File: src/rtl/axil_pkg.sv
// Shared AXI4-Lite definitions for the emulator-side master and the rtl_adapter slave top.
package axil_pkg;

  localparam int AXIL_ADDR_W = 32;
  localparam int AXIL_DATA_W = 32;

  localparam logic [1:0] RESP_OKAY   = 2'b00;
  localparam logic [1:0] RESP_EXOKAY = 2'b01;
  localparam logic [1:0] RESP_SLVERR = 2'b10;
  localparam logic [1:0] RESP_DECERR = 2'b11;

  typedef enum logic [2:0] {
    ST_IDLE         = 3'd0,
    ST_WR_ADDR_DATA = 3'd1,
    ST_WR_RESP      = 3'd2,
    ST_RD_ADDR      = 3'd3,
    ST_RD_DATA      = 3'd4,
    ST_RSP          = 3'd5
  } mst_state_e;

  // States in which the master is waiting on the slave and the stall budget runs.
  function automatic logic is_busy(mst_state_e s);
    return (s == ST_WR_ADDR_DATA) || (s == ST_WR_RESP) ||
           (s == ST_RD_ADDR)      || (s == ST_RD_DATA);
  endfunction

endpackage

File: src/rtl/axil_lite_master.sv
// Single-outstanding AXI4-Lite master: turns one request/response beat into an AXI read or write.
// DATA_W must be 32 or 64.
module axil_lite_master
  import axil_pkg::*;
#(
  parameter int ADDR_W      = AXIL_ADDR_W,
  parameter int DATA_W      = AXIL_DATA_W,
  parameter int TIMEOUT_CYC = 1024
) (
  input  logic                  ACLK,
  input  logic                  ARESETn,
  input  logic                  req_valid,
  output logic                  req_ready,
  input  logic                  req_write,
  input  logic [ADDR_W-1:0]     req_addr,
  input  logic [DATA_W-1:0]     req_wdata,
  input  logic [DATA_W/8-1:0]   req_wstrb,
  output logic                  rsp_valid,
  input  logic                  rsp_ready,
  output logic [DATA_W-1:0]     rsp_rdata,
  output logic [1:0]            rsp_resp,
  output logic                  rsp_write,
  output logic                  timeout_o,
  input  logic                  timeout_clr,
  output logic                  AWVALID,
  input  logic                  AWREADY,
  output logic [ADDR_W-1:0]     AWADDR,
  output logic                  WVALID,
  input  logic                  WREADY,
  output logic [DATA_W-1:0]     WDATA,
  output logic [DATA_W/8-1:0]   WSTRB,
  input  logic                  BVALID,
  output logic                  BREADY,
  input  logic [1:0]            BRESP,
  output logic                  ARVALID,
  input  logic                  ARREADY,
  output logic [ADDR_W-1:0]     ARADDR,
  input  logic                  RVALID,
  output logic                  RREADY,
  input  logic [DATA_W-1:0]     RDATA,
  input  logic [1:0]            RRESP
);

  localparam int CNT_W = (TIMEOUT_CYC > 0) ? $clog2(TIMEOUT_CYC + 1) : 1;
  localparam logic [CNT_W-1:0] CNT_MAX = CNT_W'(TIMEOUT_CYC);

  mst_state_e              state_q;
  logic [ADDR_W-1:0]       addr_q;
  logic [DATA_W-1:0]       wdata_q;
  logic [DATA_W/8-1:0]     wstrb_q;
  logic                    aw_done_q, w_done_q;
  logic                    awvalid_q, wvalid_q, bready_q, arvalid_q, rready_q;
  logic                    rsp_valid_q, rsp_write_q;
  logic [DATA_W-1:0]       rsp_rdata_q;
  logic [1:0]              rsp_resp_q;
  logic [CNT_W-1:0]        cnt_q, cnt_d;
  logic                    timeout_q, timeout_d;
  logic                    aw_fire, w_fire, aw_all, w_all;

  assign aw_fire = awvalid_q & AWREADY;
  assign w_fire  = wvalid_q & WREADY;
  // A channel counts as finished once it handshook earlier or is handshaking now.
  assign aw_all  = aw_done_q | aw_fire;
  assign w_all   = w_done_q | w_fire;

  always_ff @(posedge ACLK or negedge ARESETn) begin
    if (!ARESETn) begin
      state_q     <= ST_IDLE;
      // NOTE: address/data registers are reset too so the AXI payload buses never show X after reset.
      addr_q      <= '0;
      wdata_q     <= '0;
      wstrb_q     <= '0;
      aw_done_q   <= 1'b0;
      w_done_q    <= 1'b0;
      awvalid_q   <= 1'b0;
      wvalid_q    <= 1'b0;
      bready_q    <= 1'b0;
      arvalid_q   <= 1'b0;
      rready_q    <= 1'b0;
      rsp_valid_q <= 1'b0;
      rsp_write_q <= 1'b0;
      rsp_rdata_q <= '0;
      rsp_resp_q  <= '0;
    end else begin
      // NOTE: sequential state uses non-blocking assignments so every branch sees pre-edge values.
      case (state_q)
        ST_IDLE: begin
          if (req_valid) begin
            addr_q    <= req_addr;
            wdata_q   <= req_wdata;
            wstrb_q   <= req_wstrb;
            aw_done_q <= 1'b0;
            w_done_q  <= 1'b0;
            if (req_write) begin
              awvalid_q <= 1'b1;
              wvalid_q  <= 1'b1;
              state_q   <= ST_WR_ADDR_DATA;
            end else begin
              arvalid_q <= 1'b1;
              state_q   <= ST_RD_ADDR;
            end
          end
        end
        ST_WR_ADDR_DATA: begin
          if (aw_fire) awvalid_q <= 1'b0;
          if (w_fire)  wvalid_q  <= 1'b0;
          aw_done_q <= aw_all;
          w_done_q  <= w_all;
          if (aw_all && w_all) begin
            bready_q <= 1'b1;
            state_q  <= ST_WR_RESP;
          end
        end
        ST_WR_RESP: begin
          if (BVALID && bready_q) begin
            rsp_resp_q  <= BRESP;
            rsp_rdata_q <= '0;
            rsp_write_q <= 1'b1;
            bready_q    <= 1'b0;
            rsp_valid_q <= 1'b1;
            state_q     <= ST_RSP;
          end
        end
        ST_RD_ADDR: begin
          if (arvalid_q && ARREADY) begin
            arvalid_q <= 1'b0;
            rready_q  <= 1'b1;
            state_q   <= ST_RD_DATA;
          end
        end
        ST_RD_DATA: begin
          if (RVALID && rready_q) begin
            rsp_rdata_q <= RDATA;
            rsp_resp_q  <= RRESP;
            rsp_write_q <= 1'b0;
            rready_q    <= 1'b0;
            rsp_valid_q <= 1'b1;
            state_q     <= ST_RSP;
          end
        end
        ST_RSP: begin
          if (rsp_ready) begin
            rsp_valid_q <= 1'b0;
            state_q     <= ST_IDLE;
          end
        end
        default: state_q <= ST_IDLE;
      endcase
    end
  end

  // Stall budget: flag is raised once, on the cycle the counter first reaches the limit.
  always_comb begin
    // NOTE: defaults first keep this block free of inferred latches.
    cnt_d     = cnt_q;
    timeout_d = timeout_clr ? 1'b0 : timeout_q;
    if (state_q == ST_IDLE) begin
      cnt_d = '0;
    end else if (is_busy(state_q) && (cnt_q != CNT_MAX)) begin
      cnt_d = cnt_q + CNT_W'(1);
      if ((TIMEOUT_CYC != 0) && (cnt_d == CNT_MAX)) timeout_d = 1'b1;
    end
  end

  always_ff @(posedge ACLK or negedge ARESETn) begin
    if (!ARESETn) begin
      cnt_q     <= '0;
      timeout_q <= 1'b0;
    end else begin
      cnt_q     <= cnt_d;
      timeout_q <= timeout_d;
    end
  end

  assign req_ready = (state_q == ST_IDLE);
  assign rsp_valid = rsp_valid_q;
  assign rsp_rdata = rsp_rdata_q;
  assign rsp_resp  = rsp_resp_q;
  assign rsp_write = rsp_write_q;
  assign timeout_o = timeout_q;
  assign AWVALID   = awvalid_q;
  assign AWADDR    = addr_q;
  assign WVALID    = wvalid_q;
  assign WDATA     = wdata_q;
  assign WSTRB     = wstrb_q;
  assign BREADY    = bready_q;
  assign ARVALID   = arvalid_q;
  assign ARADDR    = addr_q;
  assign RREADY    = rready_q;

endmodule

File: config.mk
export PLATFORM = sky130hd
export DESIGN_NAME = axil_lite_master
export DESIGN_NICKNAME = d
export VERILOG_FILES = /design/src/rtl/axil_pkg.sv /design/src/rtl/axil_lite_master.sv
export SDC_FILE = /design/constraint.sdc
export NUM_CORES = 1
export LEC_CHECK = 0
export BUFFER_PORTS_ARGS = -buffer_cell sky130_fd_sc_hd__buf_4
export CAP_MARGIN = 20
export CORE_ASPECT_RATIO = 1.2
export CORE_MARGIN = 1.5
export CORE_UTILIZATION = 52
export CTS_BUF_LIST = sky130_fd_sc_hd__clkbuf_4 sky130_fd_sc_hd__clkbuf_8
export DETAILED_ROUTE_END_ITERATION = 10
export PLACE_DENSITY = 0.95
export SYNTH_ARGS = -nofsm -noshare
export SYNTH_HDL_FRONTEND = slang
export SYNTH_SLANG_ARGS = --single-unit
File: constraint.sdc
create_clock -name ACLK -period 5.4 [get_ports ACLK]
set_clock_uncertainty 0.15 [all_clocks]
set_input_delay 0.81 -clock ACLK [delete_from_list [all_inputs] [get_ports ACLK]]
set_output_delay 0.81 -clock ACLK [all_outputs]
set_load 0.02 [all_outputs]
==> run_results.csv <==
group,metric,value,unit
run_status,outcome,"complete, no violations",
finish,num_antenna_cells,0,
critical_path,cp_max_fo,15,
synthesis,synth-seq-area-share,57.8,%
finish,fin_cells,789,
timing,finalSetupTns,0,ps
critical_path,max_stage_delay,560,ps
critical_path,cp.arrival,1850,ps
power_and_ir_drop,p_leak,3.77,nW
timing,worst_slack,2590,ps
timing,hold_viol_final,0,
floorplanning,dieWidth,96.5,µm
synthesis,synth_edf_count,0,
clock_network,postCtsSetupBuffers,0,
critical_path,crit_slowest_cell,"dfrtp_1",
global_route,grt_remaining_overflow,0,
global_route,grt_first_pass_wirelength,20800,µm
floorplanning,core_area,10100,µm²
routing,num_vias,4298,
place,portBuffers,257,
critical_path,r2r_cells,4,
finish,final_area,7590,µm²
synthesis,synthCells,427,
critical_path,path_cells,"or3_1 > inv_2 > buf_4",
clock_network,cts_max_path_buffers,2,
floorplanning,rows,40,
power_and_ir_drop,comb_power_share,50.5,%
clock_network,clockRootBuffer,"clkbuf_8",
finish,final_layout_size_suffix_gt1_share,45.1,%
routing,wl_per_cell,17.5,µm
timing,rsz0062_at_grt,"no",
timing,relSlewSlack,39.0,%
timing,tightest_slew,914,ps
synthesis,syn-cell-area,5450,µm²
clock_network,clkLatencyLatePin,420,ps
place,post_dp_cell_area,7190,µm²
synthesis,async_reset_ff_share,100,%
synthesis,synthTopCellsByArea,"dfrtp_1, mux2_1, buf_4, a22o_1, nand2_1",
synthesis,ys_types,47,
floorplanning,io_pins,258,
timing,setup_viol,0,
power_and_ir_drop,netSwitchingPower,0.00206,W
global_route,grt_max_degree,79,
power_and_ir_drop,p_seq_share,34.5,%
critical_path,worstReg2RegStart,"state_q[0]$_DFFE_PN0P_",
power_and_ir_drop,internal-power,0.00295,W
place,pre_cts_slack,2650,ps
global_route,grt_usage,25.0,%
floorplanning,die_y,115,µm
power_and_ir_drop,clock_power_share,15.0,%
timing,fmax,356,MHz
timing,fin_crit_sh,52.0,%
synthesis,yosys_warnings,0,
synthesis,syn_avg_cell_area,12.8,µm²
finish,syn_to_final_growth,39.1,%
floorplanning,die_area,11100,µm²
critical_path,worstPathRequired,4440,ps
routing,antenna_left,0,
synthesis,synth_top_area_cell,"dfrtp_1",
routing,vias_per_cell,5.45,
global_route,antenna_found_initial,0,
critical_path,startpoint_type,"flop",
finish,multiInputGateArea,1880,µm²
routing,route.detailed.drc,0,
clock_network,clk_pin_slew_worst_paths,70,ps
finish,fin_nets,768,
power_and_ir_drop,powerDensity,660,nW/µm²
power_and_ir_drop,peakVddDrop,0.383,mV
critical_path,worstSetupPathType,"reg2out",
synthesis,ys_seq_elements,126,
floorplanning,initial_utilization,53.9,%
global_route,grt_pass1_vias,4295,
timing,min_period,2810,ps
synthesis,synth_nets,544,
clock_network,post_cts_resized,0,
place,place_inst,757,
routing,drt-pass1-iter-count,5,
worst_hold_path,hp-class,"in2async",
finish,regArea,3150,µm²
power_and_ir_drop,swShare,41.1,%
synthesis,synth.top_cell.area_share,57.8,%
timing,maxSlewViolCount,0,
synthesis,synth_ff_type,"dfrtp_1",
finish,fillers,625,
clock_network,cts_tree,"yes",
run,drv_cap,0,
routing,drt_iter0_drc,255,
critical_path,end_kind,"output pin",
clock_network,cts_sinks,126,
critical_path,ff2ff_setup_slack,2650,ps
place,hpwl,10100,µm
critical_path,reg2reg_to,"WDATA[0]$_DFFE_PN0P_",
clock_network,h-tree-depth,4,
routing,wl,13800,µm
clock_network,numCtsBuffers,17,
place,place_congestion,0.889,
clock_network,cts-hold-fix-buffers,0,
==> stage by stage <==
step / hold slack [ps] / util [%] / power [W]
after floorplan: 335 / - / 0.00330
after global placement: 318 / 71.1 / 0.00416
after detailed placement: 326 / 71.1 / 0.00427
after CTS: 342 / 74.8 / 0.00504
after global routing: 12.5 / 75.0 / 0.00531
final: 44.3 / 75.0 / 0.00501
==> how the worst max path moves through the flow <==
stage | start | to | slack [ps] | cells past startpoint
after floorplan | state_q[0]$_DFFE_PN0P_ | req_ready | 3300 | 3
after global placement | state_q[0]$_DFFE_PN0P_ | WDATA[0]$_DFFE_PN0P_ | 2790 | 4
after detailed placement | state_q[0]$_DFFE_PN0P_ | ARADDR[18]$_DFFE_PN0P_ | 2650 | 4
after CTS | state_q[0]$_DFFE_PN0P_ | req_ready | 2560 | 3
after global routing | state_q[0]$_DFFE_PN0P_ | req_ready | 2490 | 3
final | state_q[0]$_DFFE_PN0P_ | req_ready | 2590 | 3
==> cell type report <==
cell class,count,area share (%)
Tap cell,126,2.08
Inverter,13,0.643
Multi-Input combinational cell,232,24.8
Clock inverter,7,0.825
Clock buffer,24,4.02
Timing Repair Buffer,261,26.1
Sequential cell,126,41.6
==> metal layers <==
metal | routed length (µm) | track usage [%] | vias up
met5 | 0 | 0 | -
met4 | 328 | 10.2 | 0
met3 | 1170 | 7.14 | 31
met2 | 7390 | 44.5 | 225
met1 | 4950 | 27.6 | 2094
li1 | - | - | 1948
==> worst max-delay path, delay by kind of cell (launching register included) <==
kind	cells	cell delay (ps)
DFF	1	560
buffers and inverters	2	360
and+or+nand+nor	1	510
==> power by group through the flow <==
stage,sequential (W),clock (W),combinational (W)
3_5_place_dp,0.00173,0,0.00253
4_1_cts,0.00173,0.000773,0.00254
6_report,0.00173,0.000752,0.00253
2_1_floorplan,0.00215,0,0.00115
5_1_grt,0.00179,0.000810,0.00271
3_3_place_gp,0.00170,0,0.00246
==> sequential cells by signal (all words and copies together) (netlist names), 2 cells and up <==
signal	count
cnt_q	11
WDATA	32
WSTRB	4
rsp_rdata	32
state_q	3
rsp_resp	2
ARADDR	32
==> cells in the mapped netlist, types with 3 or more instances <==
master    count
a31oi_1       8
o21ai_1       9
nand3_1       9
mux2_1       70
mux2i_1       4
nor2_1        5
nor3_1        6
o22ai_1       3
and3_1        4
nand2b_1      3
nand4_1       3
nand2_1      22
buf_2         8
dfrtp_1     126
a22o_1       32
clkbuf_1      6
inv_1        12
and2_1        3
a21oi_1       9
o31ai_1       4
buf_4        41
o21ai_0       7
==> placed cells by master (no fill, tap or decap), types with 4 or more instances in the layout <==
master | Yosys | routed
buf_4 | 41 | 260
mux2i_1 | 4 | 4
a31oi_1 | 8 | 8
a22o_1 | 32 | 32
clkbuf_8 | 0 | 20
clkinv_2 | 0 | 5
nand3_1 | 9 | 9
o21ai_0 | 7 | 7
nand2_1 | 22 | 22
nor3_1 | 6 | 6
and3_1 | 4 | 4
a21oi_1 | 9 | 9
nor2_1 | 5 | 5
o31ai_1 | 4 | 4
inv_1 | 12 | 12
mux2_1 | 70 | 70
o21ai_1 | 9 | 9
dfrtp_1 | 126 | 126
clkbuf_4 | 0 | 4
==> cell families (layout without fill, tap and decap cells) <==
kind of cell	Yosys count	in the layout	synth area share (%)
buf+inv	69	305	7.75
compound gates	87	87	11.7
flops	126	126	57.8
mux	75	75	15.4
xor+xnor	3	3	0.482
fa+ha+maj	2	2	0.459
simple gates	65	65	6.42
Power figures use the tool's default switching activity.
